File: config.mk
export PLATFORM = sky130hd
export DESIGN_NAME = fsm_oe16s_table_loader_flat
export DESIGN_NICKNAME = d
export VERILOG_FILES = /design/src/rtl/fsm_oe16s_pkg.sv /design/src/rtl/fsm_oe16s_table_loader_if.sv /design/src/rtl/fsm_oe16s_cond_mux.sv /design/src/rtl/fsm_oe16s_table_loader.sv /design/src/flat_wrapper.sv
export SDC_FILE = /design/constraint.sdc
export NUM_CORES = 1
export LEC_CHECK = 0
export CAP_MARGIN = 10
export CORE_UTILIZATION = 35
export CTS_CLUSTER_DIAMETER = 60
export DETAILED_ROUTE_END_ITERATION = 7
export RECOVER_POWER = 50
export REMOVE_ABC_BUFFERS = 1
export SLEW_MARGIN = 20
export SYNTH_ARGS = -nofsm -noshare
export SYNTH_HDL_FRONTEND = slang
export SYNTH_SLANG_ARGS = --single-unit
export TNS_END_PERCENT = 1
File: constraint.sdc
create_clock -name clk -period 2.3 [get_ports clk]
set_clock_uncertainty 0.15 [all_clocks]
set_input_delay 0.46 -clock clk [delete_from_list [all_inputs] [get_ports clk]]
set_output_delay 0.46 -clock clk [all_outputs]
set_load 0.005 [all_outputs]
File: src/rtl/fsm_oe16s_pkg.sv
// Shared types and helpers for the 16-state one-hot FSM transition-table loader.
//   entry_t    : one transition-table entry {en, sel, target}
//   ctl_state_t: loader control FSM states
//   def_entry  : default (self-loop, disabled) entry for a given state
package fsm_oe16s_pkg;

   localparam int NSTATES = 16;

   // Storage width of the condition select. It is wider than any supported
   // condition index (NCOND up to 128). Writes zero-extend, so only the low
   // $clog2(NCOND) bits are ever non-zero.
   localparam int SEL_W = 8;

   typedef struct packed {
      logic             en;
      logic [SEL_W-1:0] sel;
      logic [3:0]       target;
   } entry_t;

   typedef enum logic [1:0] {
      IDLE   = 2'd0,
      COMMIT = 2'd1,
      CLEAR  = 2'd2
   } ctl_state_t;

   // Default entry: disabled, condition 0, target = own state (self-loop).
   function automatic entry_t def_entry(input logic [3:0] y);
      entry_t e;
      e.en     = 1'b0;
      e.sel    = '0;
      e.target = y;
      return e;
   endfunction

endpackage

File: src/rtl/fsm_oe16s_table_loader_if.sv
// Software-side port of the table loader: entry write handshake plus the
// commit/clear requests and status.
//   master: drives wr_valid/wr_state/wr_target/wr_sel/wr_en/commit_req/clear_req
//   slave : drives wr_ready/busy/commit_done
interface fsm_oe16s_table_loader_if #(
   parameter int NCOND = 4
);
   localparam int CSW = $clog2(NCOND);

   logic           wr_valid;
   logic           wr_ready;
   logic [3:0]     wr_state;
   logic [3:0]     wr_target;
   logic [CSW-1:0] wr_sel;
   logic           wr_en;
   logic           commit_req;
   logic           clear_req;
   logic           busy;
   logic           commit_done;

   modport master (
      output wr_valid, wr_state, wr_target, wr_sel, wr_en, commit_req, clear_req,
      input  wr_ready, busy, commit_done
   );

   modport slave (
      input  wr_valid, wr_state, wr_target, wr_sel, wr_en, commit_req, clear_req,
      output wr_ready, busy, commit_done
   );

endinterface

File: src/rtl/fsm_oe16s_cond_mux.sv
// Combinational next-state generator for one state of the one-hot FSM.
//   ent       in  active table entry for this state
//   cond      in  condition inputs
//   self_code in  this state's own code (used for the self-loop)
//   t_code    out next-state code: target when enabled and condition true, else self
module fsm_oe16s_cond_mux
   import fsm_oe16s_pkg::*;
#(
   parameter int NCOND = 4
) (
   input  entry_t           ent,
   input  logic [NCOND-1:0] cond,
   input  logic [3:0]       self_code,
   output logic [3:0]       t_code
);
   localparam int CSW = $clog2(NCOND);
   localparam logic [SEL_W-1:0] NCOND_W = SEL_W'(NCOND);

   logic sel_ok;
   logic cond_hit;

   // The range check keeps an out-of-range select (never written by the
   // loader) from aliasing onto a real condition.
   assign sel_ok   = (ent.sel < NCOND_W);
   assign cond_hit = sel_ok && cond[ent.sel[CSW-1:0]];
   assign t_code   = (ent.en && cond_hit) ? ent.target : self_code;

endmodule

File: src/rtl/fsm_oe16s_table_loader.sv
// Programmable transition-table source for a 16-state one-hot FSM.
// Software fills a shadow table entry by entry; a commit copies the whole
// shadow into the active table in one cycle; a clear sweeps the shadow back
// to defaults over 16 cycles without touching the active table.
//   clk, rst_n   clock and asynchronous active-low reset
//   bus          write handshake, commit/clear requests, busy/commit_done
//   cond         condition inputs gating each active entry
//   t0x..tfx     next-state code for current states 0..15
module fsm_oe16s_table_loader
   import fsm_oe16s_pkg::*;
#(
   parameter int NCOND = 4   // power of two, 2..128
) (
   input  logic                            clk,
   input  logic                            rst_n,
   fsm_oe16s_table_loader_if.slave         bus,
   input  logic [NCOND-1:0]                cond,
   output logic [3:0]                      t0x,
   output logic [3:0]                      t1x,
   output logic [3:0]                      t2x,
   output logic [3:0]                      t3x,
   output logic [3:0]                      t4x,
   output logic [3:0]                      t5x,
   output logic [3:0]                      t6x,
   output logic [3:0]                      t7x,
   output logic [3:0]                      t8x,
   output logic [3:0]                      t9x,
   output logic [3:0]                      tax,
   output logic [3:0]                      tbx,
   output logic [3:0]                      tcx,
   output logic [3:0]                      tdx,
   output logic [3:0]                      tex,
   output logic [3:0]                      tfx
);

   ctl_state_t state_reg, state_next;
   logic [3:0] clr_cnt_reg, clr_cnt_next;

   entry_t shadow_reg [NSTATES];
   entry_t active_reg [NSTATES];
   entry_t wr_entry;

   logic do_write;
   logic do_commit;
   logic do_clear;
   logic wr_ready_int;
   logic busy_int;
   logic commit_done_int;

   logic [3:0] t_arr [NSTATES];

   // ---------------- control FSM ----------------
   always_ff @(posedge clk or negedge rst_n) begin
      if (!rst_n) begin
         state_reg   <= IDLE;
         clr_cnt_reg <= 4'd0;
      end else begin
         state_reg   <= state_next;
         clr_cnt_reg <= clr_cnt_next;
      end
   end

   always_comb begin
      state_next      = state_reg;
      clr_cnt_next    = clr_cnt_reg;
      wr_ready_int    = 1'b0;
      busy_int        = 1'b0;
      commit_done_int = 1'b0;
      do_write        = 1'b0;
      do_commit       = 1'b0;
      do_clear        = 1'b0;
      case (state_reg)
         IDLE: begin
            // rst_n gating keeps wr_ready low while reset is held.
            wr_ready_int = rst_n;
            do_write     = bus.wr_valid && rst_n;
            if (bus.clear_req) begin
               state_next   = CLEAR;
               clr_cnt_next = 4'd0;
            end else if (bus.commit_req) begin
               state_next = COMMIT;
            end
         end
         COMMIT: begin
            busy_int        = 1'b1;
            commit_done_int = 1'b1;
            do_commit       = 1'b1;
            state_next      = IDLE;
         end
         CLEAR: begin
            busy_int     = 1'b1;
            do_clear     = 1'b1;
            clr_cnt_next = clr_cnt_reg + 4'd1;
            if (clr_cnt_reg == 4'd15) begin
               state_next = IDLE;
            end
         end
         default: begin
            state_next = IDLE;
         end
      endcase
   end

   assign bus.wr_ready    = wr_ready_int;
   assign bus.busy        = busy_int;
   assign bus.commit_done = commit_done_int;

   always_comb begin
      wr_entry        = '0;
      wr_entry.en     = bus.wr_en;
      wr_entry.sel    = SEL_W'(bus.wr_sel);
      wr_entry.target = bus.wr_target;
   end

   // ---------------- tables and output muxes ----------------
   generate
      for (genvar gi = 0; gi < NSTATES; gi++) begin : g_entry
         // Writes only happen in IDLE and the sweep only in CLEAR, so the two
         // never compete for the same entry in one cycle.
         always_ff @(posedge clk or negedge rst_n) begin
            if (!rst_n) begin
               shadow_reg[gi] <= def_entry(4'(gi));
            end else if (do_clear && (clr_cnt_reg == 4'(gi))) begin
               shadow_reg[gi] <= def_entry(4'(gi));
            end else if (do_write && (bus.wr_state == 4'(gi))) begin
               shadow_reg[gi] <= wr_entry;
            end
         end

         always_ff @(posedge clk or negedge rst_n) begin
            if (!rst_n) begin
               active_reg[gi] <= def_entry(4'(gi));
            end else if (do_commit) begin
               active_reg[gi] <= shadow_reg[gi];
            end
         end

         fsm_oe16s_cond_mux #(
            .NCOND (NCOND)
         ) u_mux (
            .ent       (active_reg[gi]),
            .cond      (cond),
            .self_code (4'(gi)),
            .t_code    (t_arr[gi])
         );
      end
   endgenerate

   assign t0x = t_arr[0];
   assign t1x = t_arr[1];
   assign t2x = t_arr[2];
   assign t3x = t_arr[3];
   assign t4x = t_arr[4];
   assign t5x = t_arr[5];
   assign t6x = t_arr[6];
   assign t7x = t_arr[7];
   assign t8x = t_arr[8];
   assign t9x = t_arr[9];
   assign tax = t_arr[10];
   assign tbx = t_arr[11];
   assign tcx = t_arr[12];
   assign tdx = t_arr[13];
   assign tex = t_arr[14];
   assign tfx = t_arr[15];

endmodule
File: src/flat_wrapper.sv
// flat-port wrapper written by rule: the top's interface ports become plain ports
module fsm_oe16s_table_loader_flat import fsm_oe16s_pkg::*;
#(
   parameter int NCOND = 4                          
)
  (clk, rst_n, cond, t0x, t1x, t2x, t3x, t4x, t5x, t6x, t7x, t8x, t9x, tax, tbx, tcx, tdx, tex, tfx, bus_wr_valid, bus_wr_state, bus_wr_target, bus_wr_sel, bus_wr_en, bus_commit_req, bus_clear_req, bus_wr_ready, bus_busy, bus_commit_done);
  fsm_oe16s_table_loader_if #(.NCOND(NCOND)) bus_i ();
  input  logic clk;
  input  logic rst_n;
  input  logic [NCOND-1:0] cond;
  output logic [3:0] t0x;
  output logic [3:0] t1x;
  output logic [3:0] t2x;
  output logic [3:0] t3x;
  output logic [3:0] t4x;
  output logic [3:0] t5x;
  output logic [3:0] t6x;
  output logic [3:0] t7x;
  output logic [3:0] t8x;
  output logic [3:0] t9x;
  output logic [3:0] tax;
  output logic [3:0] tbx;
  output logic [3:0] tcx;
  output logic [3:0] tdx;
  output logic [3:0] tex;
  output logic [3:0] tfx;
  input wire logic [$bits(bus_i.wr_valid)-1:0] bus_wr_valid;
  input wire logic [$bits(bus_i.wr_state)-1:0] bus_wr_state;
  input wire logic [$bits(bus_i.wr_target)-1:0] bus_wr_target;
  input wire logic [$bits(bus_i.wr_sel)-1:0] bus_wr_sel;
  input wire logic [$bits(bus_i.wr_en)-1:0] bus_wr_en;
  input wire logic [$bits(bus_i.commit_req)-1:0] bus_commit_req;
  input wire logic [$bits(bus_i.clear_req)-1:0] bus_clear_req;
  output wire logic [$bits(bus_i.wr_ready)-1:0] bus_wr_ready;
  output wire logic [$bits(bus_i.busy)-1:0] bus_busy;
  output wire logic [$bits(bus_i.commit_done)-1:0] bus_commit_done;
  assign bus_i.wr_valid = bus_wr_valid;
  assign bus_i.wr_state = bus_wr_state;
  assign bus_i.wr_target = bus_wr_target;
  assign bus_i.wr_sel = bus_wr_sel;
  assign bus_i.wr_en = bus_wr_en;
  assign bus_i.commit_req = bus_commit_req;
  assign bus_i.clear_req = bus_clear_req;
  assign bus_wr_ready = bus_i.wr_ready;
  assign bus_busy = bus_i.busy;
  assign bus_commit_done = bus_i.commit_done;
  fsm_oe16s_table_loader #(.NCOND(NCOND)) u_core (.clk(clk), .rst_n(rst_n), .bus(bus_i), .cond(cond), .t0x(t0x), .t1x(t1x), .t2x(t2x), .t3x(t3x), .t4x(t4x), .t5x(t5x), .t6x(t6x), .t7x(t7x), .t8x(t8x), .t9x(t9x), .tax(tax), .tbx(tbx), .tcx(tcx), .tdx(tdx), .tex(tex), .tfx(tfx));
endmodule
# Word level (Yosys, flattened, before mapping)
# Index checks and enable logic that the tools add are counted.
word_totals:
  latch_bits: 0
  reg_bits: 422
  mem_bits_ro: 0
  word_cells: 345
  mem_bits_rw: 0
  in_bits: 20
  out_inout_bits: 67
  memories: 0
classes:
  muxes: 91
  addsub: 1
  n_bitwise: 0
  shift: 0
  multipliers: 0
  eq_ne: 35
  n_reduce_logical: 88
  div_mod_pow: 0
  order_cmp: 32
ops:
  columns: ["cell", "count"]
  rows:
  - ["13-bit 2-to-1 mux", 32]
  - ["8-bit by 3-bit less-than comparator with 1-bit output, second input constant", 16]
  - ["4-bit 2-to-1 mux", 17]
  - ["1-bit logical AND", 65]
  - ["4-bit == test, second input constant", 16]
  - ["2-bit by 3-bit less-than comparator with 1-bit output, second input constant", 16]
  - ["2-bit nonzero test", 17]
  - ["1-bit binary-select mux with 2-bit select", 16]
  - ["4-bit by 3-bit == test with 1-bit output, second input constant", 8]
  - ["1-bit 2-to-1 mux", 21]
  - ["4-bit by 2-bit == test with 1-bit output, second input constant", 4]
  - ["4-bit by 1-bit == test with 1-bit output, second input constant", 2]
  - ["4-bit logical NOT", 2]
  - ["4-bit one-hot mux with 2 select lines", 1]
  - ["2-bit 2-to-1 mux", 3]
  - ["4-bit by 1-bit adder with 4-bit output, second input constant", 1]
  - ["2-bit one-hot mux with 2 select lines", 1]
  - ["2-bit AND reduction", 2]
  - ["3-bit != test, second input constant", 1]
  - ["2-bit by 1-bit == test with 1-bit output, second input constant", 1]
  - ["2-bit == test, second input constant", 1]
  - ["2-bit logical NOT", 1]
  - ["2-bit by 1-bit != test with 1-bit output, second input constant", 1]
  - ["2-bit != test, second input constant", 1]
  - ["2-bit OR reduction", 1]

# Longest topological paths before layout
# Gate-level depths: netlist of run 1.
depth:
  ltp_word: 5
  depth_mapped: 8
  mapped_depth_nobuf: 5

# Modules after synthesis
# A second synthesis of run 1 with hierarchy kept.
unflattened:
  cells_unflattened: 977
  area_unflattened_um2: 11483.5
modules_own_cells:
  columns: ["mod", "n_inst", "area_each_um2", "seq_area_each_um2", "cells_per_inst"]
  rows:
  - ["fsm_oe16s_table_loader", 1, 9922.0, 5835.6, 849]
  - ["fsm_oe16s_cond_mux", 16, 97.6, 0.0, 8]

# Least setup slack after synthesis of run 1
# Ideal clock, no wire load.
synth_timing:
  path_type: "input-to-output"
  start: "input port cond[3]"
  end: "output port t1x[1]"
  arrival_time_ns: 1.301
  path_buffers: 1
  required_ns: 1.690
  slack_ns: 0.389
  path_stages: 3
  path_cell_list: "clkbuf_1 mux4_2 and3_1"
synth_via:
  elab_chain_len: 5
synth_rtl:
  columns: ["element", "line", "source"]
  rows:
  - ["start: declaration", "flat_wrapper.sv:10", "input logic [NCOND-1:0] cond;"]
  - ["1-bit binary-select mux with 2-bit select", "fsm_oe16s_cond_mux.sv:25", "assign cond_hit = sel_ok && cond[ent.sel[CSW-1:0]];"]
  - ["1-bit 2-to-1 mux (implied by the code)", "fsm_oe16s_cond_mux.sv:25", null]
  - ["1-bit logical AND", "fsm_oe16s_cond_mux.sv:25", null]
  - ["1-bit logical AND", "fsm_oe16s_cond_mux.sv:26", "assign t_code = (ent.en && cond_hit) ? ent.target : self_code;"]
  - ["4-bit 2-to-1 mux", "fsm_oe16s_cond_mux.sv:26", null]
  - ["end: declaration", "flat_wrapper.sv:12", "output logic [3:0] t1x;"]
# Every way passes these cells. The select of a mux whose other input is x is not followed.

# Worst setup path in the final report of run 1
layout_timing:
  start: "register u_core.active_reg[95] in the netlist's numbering"
  end: "output port t8x[2]"
layout_via:
  elab_chain_len: 5
  elab_cells_between_ends: 6
  cone_classes: "order compare (1); mux (3); reduce/logical (2)"
layout_rtl:
  columns: ["element", "line", "source"]
  rows:
  - ["start: declaration", "fsm_oe16s_table_loader.sv:40", "entry_t active_reg [NSTATES];"]
  - ["start signal: indexed assignment", "fsm_oe16s_table_loader.sv:132", "active_reg[gi] <= def_entry(4'(gi));"]
  - ["start signal: indexed assignment", "fsm_oe16s_table_loader.sv:134", "active_reg[gi] <= shadow_reg[gi];"]
  - ["branches (longest 2 deep; another with 8-bit by 3-bit less-than comparator with 1-bit output)", null, null]
  - ["1-bit logical AND *", "fsm_oe16s_cond_mux.sv:25", null]
  - ["1-bit logical AND *", "fsm_oe16s_cond_mux.sv:26", null]
  - ["4-bit 2-to-1 mux *", "fsm_oe16s_cond_mux.sv:26", null]
  - ["end: declaration", "flat_wrapper.sv:19", "output logic [3:0] t8x;"]
# Mark *: on every way between the ends. The select of a mux whose other input is x is not followed.

==> impl_metrics.toml, run 1 <==
[synthesis]
syn-cell-area_sq_mm = 0.0108
synth_most_common_cell = "sky130_fd_sc_hd__dfrtp_1"
ys_top_cells_by_count = "166 x sky130_fd_sc_hd__dfrtp_1, 142 x sky130_fd_sc_hd__nand3_1, 117 x sky130_fd_sc_hd__o21ai_0"
yosys_warnings = 0
synth-seq-cells = 230
synth_async_sr_flop_share_pct = 100
largest_area_contributor_in_the_netlist = "sky130_fd_sc_hd__dfrtp_1"
synth_top_area_share_pct = 38.6
synth_area_leaders = "sky130_fd_sc_hd__dfrtp_1 39%, sky130_fd_sc_hd__dfstp_2 16%, sky130_fd_sc_hd__mux2_2 10%"
syn_inst = 976
synth_edf_count = 0
synthDistinctLibCells = 48
mean_cell_area_of_the_mapped_netlist_sq_um = 11.0
ys.flop_type = "sky130_fd_sc_hd__dfrtp_1"
share_of_synthesized_area_occupied_by_flip_flops_and_latches_pct = 54.2

[layout]
utilization_pct = 44.8
design_area_sq_mm = 0.0134
final_layout_size_suffix_gt1_share_pct = 38.2
n_diodes = 0
final_net_count = 1099
fillCellCount = 2880
syn_to_layout_area_delta_pct = 24.7

[worst_setup_path]
worstSetupEndpointType = "output port"
cpMaxStageDelayCell = "sky130_fd_sc_hd__mux4_2"
startpoint_type = "register"
worst_r2r_endpoint = "u_core.active_reg[183]"
required_ns = 1.69
r2r-start = "u_core.state_reg[1]"
crit_path_max_fanout = 2
depth_of_the_worst_register_to_register_path = 4
crit_path_cell_trace = "mux4_2 > buf_6 > and3_4 > buf_6"
critical_path.max_stage_delay_ns = 0.57
cp-startpoint = "u_core.active_reg[95]"
setup.worst_path.class = "reg2out"
crit_top_cell = "sky130_fd_sc_hd__buf_6"
path_delay_family = "multiplexers"
timing.critical_path.depth = 4
crit_buf_inv = 2
arrival_ns = 1.89
ff2ff_setup_slack_ns = 0.22

[clock_tree]
clk_latency_ns = 0.53
htreeDepth = 1
clock_sinks = 230
cts.reportedPaths.clkPinSlew_ns = 0.06
cts_max_path_buffers = 3
clockRootBuffer = "sky130_fd_sc_hd__clkbuf_16"
cts_tree = "yes"
cts-buffers-inserted = 26

[sta]
post-route-min-period_ns = 2.50
slew_headroom_pct = -11.6
tightest_pin_transition_ns = 1.67
final_critical_path_setup_slack_ns = -0.202
achievable-frequency_ghz = 0.400
drv_slew = 70
finalHoldViolations = 0
grt_setup_unrepaired = "yes"
final-setup-viol-count = 51
whs_ns = 0.330
tns_ns = -5.82
share_of_the_clock_period_used_by_the_worst_path_pct = 109

[run]
drv.max_cap_violation_count = 1

[global_routing]
grt_pass1_vias = 8041
grt.busiest_layer = "met2"
antenna_found_initial = 1
grt_max_degree = 157
groute.layer.met2.usage_pct = 28.0
grt-ovfl-total = 0
globalRouteMet1Util_pct = 26.8
grt_pass1_wl_um = 45400
grt_use_total_pct = 18.3
grtUsageMet3_pct = 3.41

[route]
viasPerCell = 5.37
wl_per_cell_um = 18.9
detailed_router_s_first_iteration_violation_count = 641
drt_drc_violations_left = 0
drt_pass1_iterations = 5
ant_nets = 0
routed-via-count = 7956
routed_wirelength_um = 28000

[floorplanning]
start_util_pct = 35.9
design.die.area_sq_mm = 0.0315
fp.coreArea_sq_mm = 0.0300
fp.dieW_um = 177
die_y_um = 177
std_cell_rows = 63
pin_count = 87

[power_and_ir_drop]
worst_vdd_rail_ir_drop_mv = 0.532
power_per_cell_area_mw_per_mm2 = 1110
cellLeakagePower_nw = 5.61

[min_path]
worstHoldStart = "u_core.shadow_reg[158]"
min_delay_path_depth = 2
hold_end = "u_core.active_reg[158]"
worstHoldPathType = "reg2reg"

[place]
place.detailed.hpwl_um = 16500
place_area_sq_mm = 0.0123
number_of_buffers_added_on_ports = 86
gp_routability_congestion = 0.794

[status]
outcome = "finished, violations left"
violations = "capacitance limit, slew limit, setup timing"
-- metal layers --
metal  wire (um)  part of all wire [%]
met1       13300                    47
met2       12800                    45
met3        1550                   5.5
met4         410                   1.5
met5           0                     0
-- through the flow --
stage | power, W | worst slack (ns) | std cells
floorplan | 0.00896 | -1.68 | 887
global placement | 0.0103 | -0.720 | 1415
detailed placement | 0.0104 | -0.678 | 1415
CTS | 0.0151 | -0.215 | 1481
global route | 0.0158 | -0.259 | 1481
finish | 0.0149 | -0.202 | 1481
-- cell type report --
class | count | area (sq um) | area share, %
sequential | 230 | 5840 | 43.5
multi-input combinational | 636 | 4600 | 34.3
timing repair buffer | 156 | 1520 | 11.3
clock buffer | 37 | 783 | 5.84
tap | 390 | 488 | 3.64
clock inverter | 11 | 113 | 0.839
inverter | 21 | 78.8 | 0.587
-- cells in the final DEF, fill, tap and decap left out, types with 8 or more instances in the layout --
cell type                         synthesis  final
sky130_fd_sc_hd__dfstp_2                 64     64
sky130_fd_sc_hd__mux2_2                  96     96
sky130_fd_sc_hd__buf_4                    6     38
sky130_fd_sc_hd__buf_12                   0     15
sky130_fd_sc_hd__clkdlybuf4s50_1          0     14
sky130_fd_sc_hd__clkbuf_16                0     27
sky130_fd_sc_hd__buf_6                    3     31
sky130_fd_sc_hd__nor2_1                  20     19
sky130_fd_sc_hd__and3_4                   0     12
sky130_fd_sc_hd__nand2_1                 35     24
sky130_fd_sc_hd__dfrtp_1                166    166
sky130_fd_sc_hd__mux4_2                  16     16
sky130_fd_sc_hd__a21oi_1                 60     60
sky130_fd_sc_hd__or2_2                   28     20
sky130_fd_sc_hd__buf_2                   26     13
sky130_fd_sc_hd__clkdlybuf4s15_1          0     13
sky130_fd_sc_hd__o21ai_0                117    117
sky130_fd_sc_hd__or2_4                    0      8
sky130_fd_sc_hd__nand3_1                142    142
sky130_fd_sc_hd__clkbuf_2                 5     21
sky130_fd_sc_hd__a21boi_0                20     20
sky130_fd_sc_hd__inv_1                   21     19
-- worst register-to-register path, cell delays in order, from the launching register on --
cell and delay (ns):
sky130_fd_sc_hd__dfrtp_1 0.40, sky130_fd_sc_hd__inv_2 0.10, sky130_fd_sc_hd__ha_4 0.20, sky130_fd_sc_hd__clkbuf_1 0.70, sky130_fd_sc_hd__mux2_2 0.42
-- worst max-delay path by stage --
stage	endpoint
6_report	t8x[2]
5_1_grt	t8x[2]
4_1_cts	t1x[3]
3_5_place_dp	t7x[2]
3_3_place_gp	t6x[1]
2_1_floorplan	u_core.active_reg[103]
-- cells by family (layout without fill, tap and decap cells) --
group | after synthesis | in the layout | synth area share (%)
and+or+nand+nor | 296 | 296 | 15.6
DFF | 230 | 230 | 54.2
AOI/OAI and AO/OA | 219 | 219 | 11.2
muxes | 113 | 113 | 13.5
buffers and inverters | 110 | 225 | 4.61
adders and majority gates | 8 | 8 | 0.930
-- repair_timing --
item,CTS,global route
hold buffers,1,0
cloned,2,0
hold endpoints to repair,5,0
setup endpoints to repair,67,66
pin swaps,20,4
buffers inserted,15,0
resized for setup,263,29
-- where the power goes --
| part | internal, W | total [W] | switching, W |
|---|---|---|---|
| logic | 0.00213 | 0.00403 | 0.00189 |
| clock network | 0.00259 | 0.00426 | 0.00167 |
| registers | 0.00580 | 0.00664 | 0.000846 |
Note: power is estimated with default switching activity, not from simulation.
==> run 2: changes to the inputs <==
- ABC_AREA: default -> 0
- ABC_CLOCK_PERIOD_IN_PS: default -> 2300
==> results of run 2 <==
Final layout, timing and power as in run 1 (identical DEF).
